**src/rtl/dpdm_rx.sv**
```systemverilog
// Receive-side DP/DM front end: registers the line pair, hunts for SYNC, forwards
// post-SYNC packet bits one per cycle and checks the SE0-SE0-J end-of-packet.
module dpdm_rx #(
  parameter int unsigned MAX_BITS = 84,
  parameter int unsigned MIN_BITS = 4
) (
  input  logic       clk,
  input  logic       rst_b,
  input  logic       re,
  input  logic       dp,
  input  logic       dm,
  output logic       bstr,
  output logic       bstr_valid,
  output logic       pkt_start,
  output logic       pkt_end,
  output logic       rx_err,
  output logic [6:0] bit_cnt,
  output logic       busy
);

  localparam logic [6:0] MaxBits = MAX_BITS[6:0];
  localparam logic [6:0] MinBits = MIN_BITS[6:0];

  typedef enum logic [2:0] {
    StIdle,
    StSync,
    StData,
    StEop1,
    StEop2,
    StErr
  } state_e;

  state_e     r_state, w_state;
  logic       r_dp_q, r_dm_q;
  logic [2:0] r_sync_idx, w_sync_idx;
  logic       r_j_cnt, w_j_cnt;
  logic       r_bstr, w_bstr;
  logic       r_bstr_valid, w_bstr_valid;
  logic       r_pkt_start, w_pkt_start;
  logic       r_pkt_end, w_pkt_end;
  logic       r_rx_err, w_rx_err;
  logic [6:0] r_bit_cnt, w_bit_cnt;
  logic       r_busy, w_busy;

  logic w_is_j, w_is_k, w_is_se0, w_is_se1;
  logic w_sync_exp_k, w_sync_match;

  always_comb begin
    w_is_j   = r_dp_q & ~r_dm_q;
    w_is_k   = ~r_dp_q & r_dm_q;
    w_is_se0 = ~r_dp_q & ~r_dm_q;
    w_is_se1 = r_dp_q & r_dm_q;
    // SYNC pattern K J K J K J K K: K at even indices and at the final index
    w_sync_exp_k = ~r_sync_idx[0] | (r_sync_idx == 3'd7);
    w_sync_match = w_sync_exp_k ? w_is_k : w_is_j;
  end

  always_comb begin
    w_state      = r_state;
    w_sync_idx   = r_sync_idx;
    w_j_cnt      = r_j_cnt;
    w_bstr       = r_bstr;
    w_bstr_valid = 1'b0;
    w_pkt_start  = 1'b0;
    w_pkt_end    = 1'b0;
    w_bit_cnt    = r_bit_cnt;

    unique case (r_state)
      StIdle: begin
        if (re && w_is_k) begin
          w_state    = StSync;
          w_sync_idx = 3'd1;
          w_bit_cnt  = 7'd0;
        end
      end
      StSync: begin
        if (!re) begin
          w_state   = StIdle;
          w_bit_cnt = 7'd0;
        end else if (!w_sync_match) begin
          w_state = StErr;
        end else if (r_sync_idx == 3'd7) begin
          w_state     = StData;
          w_pkt_start = 1'b1;
        end else begin
          w_sync_idx = r_sync_idx + 3'd1;
        end
      end
      StData: begin
        if (!re) begin
          w_state   = StIdle;
          w_bit_cnt = 7'd0;
        end else if (w_is_se1) begin
          w_state = StErr;
        end else if (w_is_se0) begin
          w_state = StEop1;
        end else if (r_bit_cnt >= MaxBits) begin
          w_state = StErr;
        end else begin
          w_bstr       = r_dp_q;
          w_bstr_valid = 1'b1;
          w_bit_cnt    = (r_bit_cnt == 7'h7f) ? r_bit_cnt : r_bit_cnt + 7'd1;
        end
      end
      StEop1: begin
        if (!re) begin
          w_state   = StIdle;
          w_bit_cnt = 7'd0;
        end else if (w_is_se0) begin
          w_state = StEop2;
        end else begin
          w_state = StErr;
        end
      end
      StEop2: begin
        if (!re) begin
          w_state   = StIdle;
          w_bit_cnt = 7'd0;
        end else if (w_is_j && (r_bit_cnt >= MinBits)) begin
          w_state   = StIdle;
          w_pkt_end = 1'b1;
        end else begin
          w_state = StErr;
        end
      end
      StErr: begin
        if (w_is_j) begin
          if (r_j_cnt) begin
            w_state = StIdle;
          end else begin
            w_j_cnt = 1'b1;
          end
        end else begin
          w_j_cnt = 1'b0;
        end
      end
      default: w_state = StIdle;
    endcase

    // Recovery needs two fresh J symbols counted from the cycle after entry
    if (r_state != StErr) begin
      w_j_cnt = 1'b0;
    end
    w_rx_err = (w_state == StErr) && (r_state != StErr);
    w_busy   = (w_state != StIdle);
  end

  always_ff @(posedge clk or negedge rst_b) begin
    if (!rst_b) begin
      r_dp_q       <= 1'b1;
      r_dm_q       <= 1'b0;
      r_state      <= StIdle;
      r_sync_idx   <= 3'd0;
      r_j_cnt      <= 1'b0;
      r_bstr       <= 1'b0;
      r_bstr_valid <= 1'b0;
      r_pkt_start  <= 1'b0;
      r_pkt_end    <= 1'b0;
      r_rx_err     <= 1'b0;
      r_bit_cnt    <= 7'd0;
      r_busy       <= 1'b0;
    end else begin
      r_dp_q       <= dp;
      r_dm_q       <= dm;
      r_state      <= w_state;
      r_sync_idx   <= w_sync_idx;
      r_j_cnt      <= w_j_cnt;
      r_bstr       <= w_bstr;
      r_bstr_valid <= w_bstr_valid;
      r_pkt_start  <= w_pkt_start;
      r_pkt_end    <= w_pkt_end;
      r_rx_err     <= w_rx_err;
      r_bit_cnt    <= w_bit_cnt;
      r_busy       <= w_busy;
    end
  end

  assign bstr       = r_bstr;
  assign bstr_valid = r_bstr_valid;
  assign pkt_start  = r_pkt_start;
  assign pkt_end    = r_pkt_end;
  assign rx_err     = r_rx_err;
  assign bit_cnt    = r_bit_cnt;
  assign busy       = r_busy;

endmodule

```
**config.mk**
```make
export PLATFORM = sky130hd
export DESIGN_NAME = dpdm_rx
export DESIGN_NICKNAME = d
export VERILOG_FILES = /design/src/rtl/dpdm_rx.sv
export SDC_FILE = /design/constraint.sdc
export NUM_CORES = 1
export LEC_CHECK = 0
export BUFFER_PORTS_ARGS = -buffer_cell sky130_fd_sc_hd__buf_4
export CAP_MARGIN = 10
export CELL_PAD_IN_SITES_DETAIL_PLACEMENT = 1
export CELL_PAD_IN_SITES_GLOBAL_PLACEMENT = 1
export CORE_MARGIN = 10
export CORE_UTILIZATION = 43
export DETAILED_ROUTE_END_ITERATION = 7
export GPL_TIMING_DRIVEN = 1
export PLACE_DENSITY = 0.8
export REMOVE_ABC_BUFFERS = 1
export SLEW_MARGIN = 15
export SYNTH_ARGS = -nofsm -noshare
export SYNTH_HDL_FRONTEND = slang
export SYNTH_SLANG_ARGS = --single-unit
```
**constraint.sdc**
```tcl
create_clock -name clk -period 2.5 [get_ports clk]
set_input_delay 0.5 -clock clk [delete_from_list [all_inputs] [get_ports clk]]
set_output_delay 0.5 -clock clk [all_outputs]
set_load 0.01 [all_outputs]
```
# Word level (Yosys, flattened, before mapping)
# Cells that the tools add are included.
word_totals:
  ff_bits: 22
  output_inout_bits: 13
classes:
  add_sub_neg: 2
  n_lt_le_gt_ge: 2
  eq_ne: 18
  mux: 44
  bitwise: 11
  reduce_logical: 12
ops:
  columns: ["cell", "count"]
  rows:
  - ["$mux 3", 17]
  - ["$mux 7", 7]
  - ["$pmux 7 s3", 1]
  - ["$pmux 3 s6", 1]
  - ["$mux 1", 17]
  - ["$ne 3x3->1 const B", 5]
  - ["$eq 3x3->1 const B", 4]
  - ["$ne 2x2->1 const B", 5]
  - ["$reduce_and 5->1", 2]
  - ["$add 7x1->7 const B", 1]
  - ["$eq 7x7->1 const B", 1]
  - ["$ge 7x3->1 const B", 1]
  - ["$ge 7x7->1 const B", 1]
  - ["$reduce_and 7->1", 1]
  - ["$eq 3x2->1 const B", 2]
  - ["$not 1->1", 6]
  - ["$pmux 3 s2", 1]
  - ["$reduce_bool 3->1", 2]
  - ["$and 1x1->1", 4]
  - ["$reduce_bool 2->1", 2]
  - ["$add 3x1->3 const B", 1]
  - ["$eq 3x1->1 const B", 1]
  - ["$logic_and 1x1->1", 3]
  - ["$logic_not 3->1", 1]
  - ["2 further kinds", 2]

# Logic depth before layout (Yosys ltp)
# Gate-level depths: netlist (run 1).
logic_depth:
  word_depth: 8
  depth_mapped: 7

# Worst setup path after synthesis (run 1)
# OpenSTA, ideal clock, no wires.
synth_timing:
  kind: "register to register"
  from: "register r_sync_idx[0]"
  to: "register r_sync_idx[0]"
  setup_ns: 0.125
  arrival_ns: 1.774
  required_time_ns: 2.375
  slack_ns: 0.602
  path_stages_with_launch: 7
  path_buffers: 0
  cell_sequence: "dfrtp_1 > ha_1 > ha_1 > nand2b_1 > mux2i_1 > or3b_1 > mux2_2"
synth_via:
  elab_chain_len: 5
synth_lines:
  columns: ["element", "line_no", "text"]
  rows:
  - ["start, declared", "35", "logic [2:0] r_sync_idx, w_sync_idx;"]
  - ["start signal, assigned", "166", "r_sync_idx <= w_sync_idx;"]
  - ["$add 3x1->3, or another cell as far along", "86", "w_sync_idx = r_sync_idx + 3'd1;"]
  - ["$mux 3 or $or 1x1->1 (tied branches)", "82, 54", null]
  - ["$mux 3 or $mux 1 (tied branches)", "80, 55", null]
  - ["$mux 3 or $ne 2x2->1 (tied branches)", null, null]
  - ["$pmux 3 s2 or $reduce_and 5->1 (tied branches)", null, null]
# Parallel ways exist; a longest one is shown, timed or not. The select of a mux whose other input is x is not followed.
# A chain may end at the register's enable or synchronous reset.

# Worst setup path after layout (run 1)
# Same ends and word-level chain as after synthesis.

==> flow_summary.toml, run 1 <==
[die]
die_y_um = 71.9
core_um2 = 2520
core.rowCount = 18
start_util_pct = 45.8
dieArea_um2 = 5160
io_pins = 18
die_w_um = 71.9

[synth]
ys_warn_count = 0
synth_common_cells = "dfrtp_1, inv_1, nor2_1"
synth_top_area_share_pct = 45.5
yosysMostFrequentCell = "dfrtp_1"
postSynthAreaPerCell_um2 = 10.8
yosysUniqueCellTypes = 41
synth_flop_cell = "dfrtp_1"
ys_async_sr_fraction_pct = 100
yosysTopAreaCell = "dfrtp_1"
ys_ff_latch = 22
synth-seq-area-share_pct = 47.7
synth_edf_count = 0
synth_area_leaders = "dfrtp_1, ha_1, mux2_2"
synth_cells = 107
syn_area_um2 = 1160

[worst_setup_path]
reg2reg_to = "r_sync_idx[0]"
critPathRequiredTime_ns = 2.72
setup.worst_path.start_class = "register"
cp_top_family = "simple AND/OR/NAND/NOR gates"
crit_fanout = 6
max_stage_delay_ns = 0.47
worstSetupPathType = "register to register"
cpMaxStageDelayCell = "or3b_1"
rrSetupSlack_ns = 0.46
timing.critical_path.buf_inv = 0
arrival_ns = 2.26
worstRegToRegCells = 6
cp_cell_sequence = "ha_1 -> ha_1 -> nand2b_1 -> mux2i_1 -> or3b_1 -> mux2_2"
r2r_start = "r_sync_idx[0]"
worst_setup_path_end_kind = "register"
cp.depth = 6
cp_common_cell = "ha_1"

[cells_and_area]
seq_area_um2 = 552
multi_input_area_um2 = 552
drive_gt1_share_pct = 26.2
diodes = 0
largest_reg_flops = 7
nFillCells = 301
syn2layout_area_growth_pct = 16.9
num-nets-final = 136

[sta]
hold_slack_ns = 0.0337
fin_skew_ns = 0.00673
rsz0062_at_grt = "no"
drv_slew = 0
slew-limit-headroom_pct = 59.1
worst_pin_slew_ns = 0.614
setup_slack_ns = 0.458
fmax_mhz = 490
fin_crit_ns = 2.04
fin_crit_sh_pct = 81.7
hold_violations = 0
finalSetupTns_ns = 0
setup-violations-final = 0

[run]
drv_cap = 0

[detailed_routing]
drc_errors = 0
wl_per_cell_um = 18.2
vias = 896
drt-vias-per-instance = 5.74
wl_um = 2840
drt_pass1_iterations = 2
drtIter0Drc = 70
ant_nets = 0

[global_route]
grt_pass1_vias = 1014
grt_max_degree = 23
antenna_found_initial = 0
overflow = 0
grt_usage_pct = 11.8
grt_pass1_wl_um = 4940

[clocking]
cts_sinks = 22
cts-hold-fix-buffers = 0
clkTransAtPathRegs_ns = 0.13
cts_setup_buffers = 0
cts_tree = "built"
cts.path.max_buffers = 2
clkLatencyLatePin_ns = 0.33
htree_levels = 1
root_buffer = "clkbuf_4"
cts_made_buffers = 3
ctsResizeCount = 0

[placement]
globalplace.congestion = 0.832
dp_worst_setup_slack_ns = 0.484
hpwlAfterDp_um = 2130
portBuffers = 17

[power]
p_per_area_nw_per_um2 = 771
leakagePower_nw = 0.638
vdd_ir_drop_max_mv = 0.486

[outcome]
outcome = "finished clean"

[hold_path]
min_path_type = "input port to asynchronous set/reset pin"
-- worst max-delay path by stage --
stage,startpoint,endpoint,slack (ns)
after floorplan,r_sync_idx[0],r_sync_idx[0],0.60
after global placement,r_sync_idx[0],r_sync_idx[0],0.55
after detailed placement,r_sync_idx[0],r_sync_idx[0],0.48
after CTS,r_sync_idx[0],r_sync_idx[0],0.45
after global routing,r_dm_q,bit_cnt[3],0.32
final,r_sync_idx[0],r_sync_idx[0],0.46
-- cell type report --
cell class	instances	share of cell area, %
well taps	30	2.78
multi-input cells	75	40.8
flip-flops and latches	22	40.8
repair buffers	17	9.44
clock inverters	1	2.22
clock buffers	3	1.67
inverters	8	2.22
-- cells in the final DEF (no fill, tap or decap), types with 2 or more instances in the layout --
master / count
mux2i_1: 2
a41oi_1: 2
mux2_2: 3
clkbuf_4: 3
a22o_1: 2
o21ai_0: 3
buf_4: 17
nand2_1: 4
o21ai_1: 4
nand3_1: 6
a31oi_1: 2
a21oi_1: 5
dfrtp_1: 21
inv_1: 8
nor2_1: 8
ha_1: 4
nand3b_1: 2
nor2b_2: 2
nand2b_1: 3
or3b_1: 2
-- cells by family after synthesis --
family | Yosys count | synth area share, %
simple gates | 35 | 17.5
compound gates | 30 | 20.3
flops | 22 | 47.7
buf+inv | 10 | 4.55
mux | 5 | 4.65
fa+ha+maj | 5 | 5.20
-- where the power goes --
group	switching, W	internal [W]	total (W)
logic	0.000165	0.000129	0.000294
clock network	0.000118	0.000162	0.000280
registers	0.0000604	0.000407	0.000467
-- through the flow --
stage | cells | util, % | total power [W] | instance area (µm²)
global placement | 152 | 51.5 | 0.000740 | 1300
floorplan | 105 | - | 0.000662 | 1130
global route | 156 | 53.6 | 0.00110 | 1350
CTS | 156 | 53.6 | 0.00105 | 1350
detailed placement | 152 | 51.5 | 0.000769 | 1300
finish | 156 | 53.6 | 0.00104 | 1350
-- layer usage --
layer	wire length, µm	share of wire [%]	vias up	track usage, %
met3	141	5.0	6	3.86
li1	-	-	432	-
met5	0	0	-	0
met4	42	1.5	0	5.38
met2	1410	50	15	19.1
met1	1250	44	443	13.7
Power figures use the tool's default switching activity.
==> inputs of run 2 (changes only) <==
Settings changed: ABC_AREA from default to 1, CORE_UTILIZATION 43 to 41, PLACE_DENSITY 0.8 to 0.81.
Clock period 2.5 ns to 2.1 ns, I/O delays scaled along.
==> run 2 against run 1 <==
  * Sequential cell count unchanged
  * Critical path depth increased by 6
  * Sequential share of layout area decreased by 3.2 points
  * Count of clock-buffer cells in the layout increased by 1
  * Final cell count increased by 38%
  * Design area increased by 8.6%
  * Setup slack got worse by 0.11 ns
  * Combinational power increased by 81%
  * Synthesized cell count increased by 51%
  * Clock power decreased by 13%
  * Hold slack improved by 0.16 ns
  * Die area increased by 10%
  * Largest cell class is now multi-input combinational cells
==> flow_summary.toml, run 2 <==
[worst_setup_path]
rrSetupSlack_ns = 0.34
cp_top_family = "simple AND/OR/NAND/NOR gates"
critPathRequiredTime_ns = 2.32
setup.worst_path.start_class = "register"
arrival_ns = 1.97
crit_fanout = 3
cp_common_cell = "nand2_1"
crit_start = "r_sync_idx[0]"
cpMaxStageDelayCell = "dfrtp_1"
reg2reg_to = "busy"
timing.critical_path.buf_inv = 1
worstRegToRegCells = 12
worstSetupPathType = "register to register"
max_stage_delay_ns = 0.42
critPathCapture = "busy"
cp.depth = 12
r2r_start = "r_sync_idx[0]"
cp_cell_sequence = "ha_1 -> ha_1 -> inv_1 -> nand2_1 -> nand2_1 -> nand2_1 -> nand2_1 -> nand2_1 -> nor2_1 -> nand2_2 -> nor2_1 -> nand2_1"
worst_setup_path_end_kind = "register"

[synth]
syn_area_um2 = 1260
yosysTopAreaCell = "dfrtp_1"
yosysUniqueCellTypes = 23
postSynthAreaPerCell_um2 = 7.80
ys_warn_count = 0
ys_ff_latch = 22
synth_cells = 162
synth_xor_xnor_area_share_pct = 0
synth-seq-area-share_pct = 43.7
ys_async_sr_fraction_pct = 100
synth_compound_area_share_pct = 9.60
synth_top_area_share_pct = 41.6
synth_edf_count = 0
synth_top_family_by_area = "simple AND/OR/NAND/NOR gates"
synthSimpleGateAreaFrac_pct = 33.9
synth_flop_cell = "dfrtp_1"
synth.area.mux_share_pct = 0
yosysMostFrequentCell = "nand2_1"
synthAdderAreaFrac_pct = 3.96
synth_common_cells = "nand2_1, inv_1, dfrtp_1"
synth_area_leaders = "dfrtp_1, nand2_1, inv_1"

[detailed_routing]
drt_pass1_iterations = 4
drtIter0Drc = 81
wl_per_cell_um = 14.6
drt-vias-per-instance = 5.21
drc_errors = 0
ant_nets = 0
vias = 1125
wl_um = 3150

[sta]
worst_pin_slew_ns = 0.291
fmax_mhz = 570
fin_skew_ns = 0.00180
slew-limit-headroom_pct = 80.6
drv_slew = 0
setup-violations-final = 0
fin_crit_ns = 1.76
fin_crit_sh_pct = 83.6
finalSetupTns_ns = 0
hold_violations = 0
rsz0062_at_grt = "no"

[placement]
hpwlAfterDp_um = 2520
portBuffers = 17
globalplace.congestion = 0.876
place_inst = 211

[die]
core_um2 = 3000
die_y_um = 75.5
core.rowCount = 20
io_pins = 18
die_w_um = 75.5
dieArea_um2 = 5700
start_util_pct = 42.1

[power]
p_per_area_nw_per_um2 = 903
leakagePower_nw = 0.776
vdd_ir_drop_max_mv = 0.371

[clocking]
root_buffer = "clkbuf_4"
ctsResizeCount = 0
cts_sinks = 22
cts_made_buffers = 3
clkLatencyLatePin_ns = 0.32
cts_tree = "built"
cts.path.max_buffers = 2
clkTransAtPathRegs_ns = 0.13
htree_levels = 1

[cells_and_area]
diodes = 0
most-common-layout-cells = "nand2_1, inv_1, dfrtp_1"
num-nets-final = 193
final_common_cell = "nand2_1"
syn2layout_area_growth_pct = 16.1
drive_gt1_share_pct = 26.2
instances_no_fill = 216
largest_reg_flops = 7
nFillCells = 389

[run]
drv_cap = 0

[global_route]
grt_max_degree = 23
grt_usage_pct = 12.7
antenna_found_initial = 0
overflow = 0
grt_pass1_wl_um = 5590
grt_pass1_vias = 1213

[hold_path]
min_path_type = "input port to register"

[outcome]
outcome = "finished clean"
run 2: cell types whose count changed in the layout (fill, tap and decap cells not counted), sizes merged, moves of 6 or more:
| cell | previous run | this run |
|---|---|---|
| inv | 8 | 27 |
| nand2 | 4 | 50 |
| nand3 | 6 | 12 |
| nand4 | 0 | 6 |
| nor2 | 8 | 18 |
run 2: kinds of logic (layout without fill, tap and decap cells):
| group | Yosys count | after routing |
|---|---|---|
| buffers and inverters | 28 | 49 |
| DFF | 22 | 22 |
| and+or+nand+nor | 91 | 91 |
| AOI/OAI and AO/OA | 17 | 17 |
| adders and majority gates | 4 | 4 |
run 2: power by group:
part	total (W)	switching, W	internal, W
sequential	0.000548	0.0000556	0.000493
combinational	0.000532	0.000355	0.000177
clock	0.000244	0.000138	0.000106
run 2: area by class of cell:
class | count | area (µm²) | share of cell area, %
clock buffers | 4 | 36.3 | 2.47
inverters | 27 | 101 | 6.91
multi-input cells | 112 | 599 | 40.8
flip-flops and latches | 22 | 552 | 37.6
well taps | 33 | 41.3 | 2.81
repair buffers | 18 | 138 | 9.38
run 2: worst min path at each step:
stage / startpoint / endpoint / slack, ns / cells past startpoint
CTS: dp / r_dp_q / 0.19 / 1
floorplan: rst_b / bit_cnt[0] / 0.12 / 0
finish: dp / r_dp_q / 0.19 / 1
global placement: rst_b / bit_cnt[4] / 0.32 / 1
detailed placement: rst_b / bit_cnt[3] / 0.33 / 1
global route: dp / r_dp_q / 0.17 / 1
run 2: stage by stage:
stage	power, W	hold slack [ns]	setup WS [ns]	cell area [µm²]	utilization, %
2_1_floorplan	0.000923	0.124	0.564	1250	-
3_3_place_gp	0.00105	0.321	0.497	1420	47.3
3_5_place_dp	0.00109	0.329	0.379	1420	47.3
4_1_cts	0.00134	0.190	0.354	1470	48.9
5_1_grt	0.00143	0.169	0.147	1470	48.9
6_report	0.00132	0.193	0.344	1470	48.9
run 2: what timing repair did:
action                    4_1_cts  5_1_grt
hold endpoints to repair       21        0
buffers inserted                0        0
hold buffers                    1        0
run 2: routing by layer:
layer	wire length (µm)	part of all wire, %	track usage (%)
met1	1370	44	13.8
met2	1620	52	23.3
met3	123	3.9	2.86
met4	31	0.98	4.54
met5	0	0	0
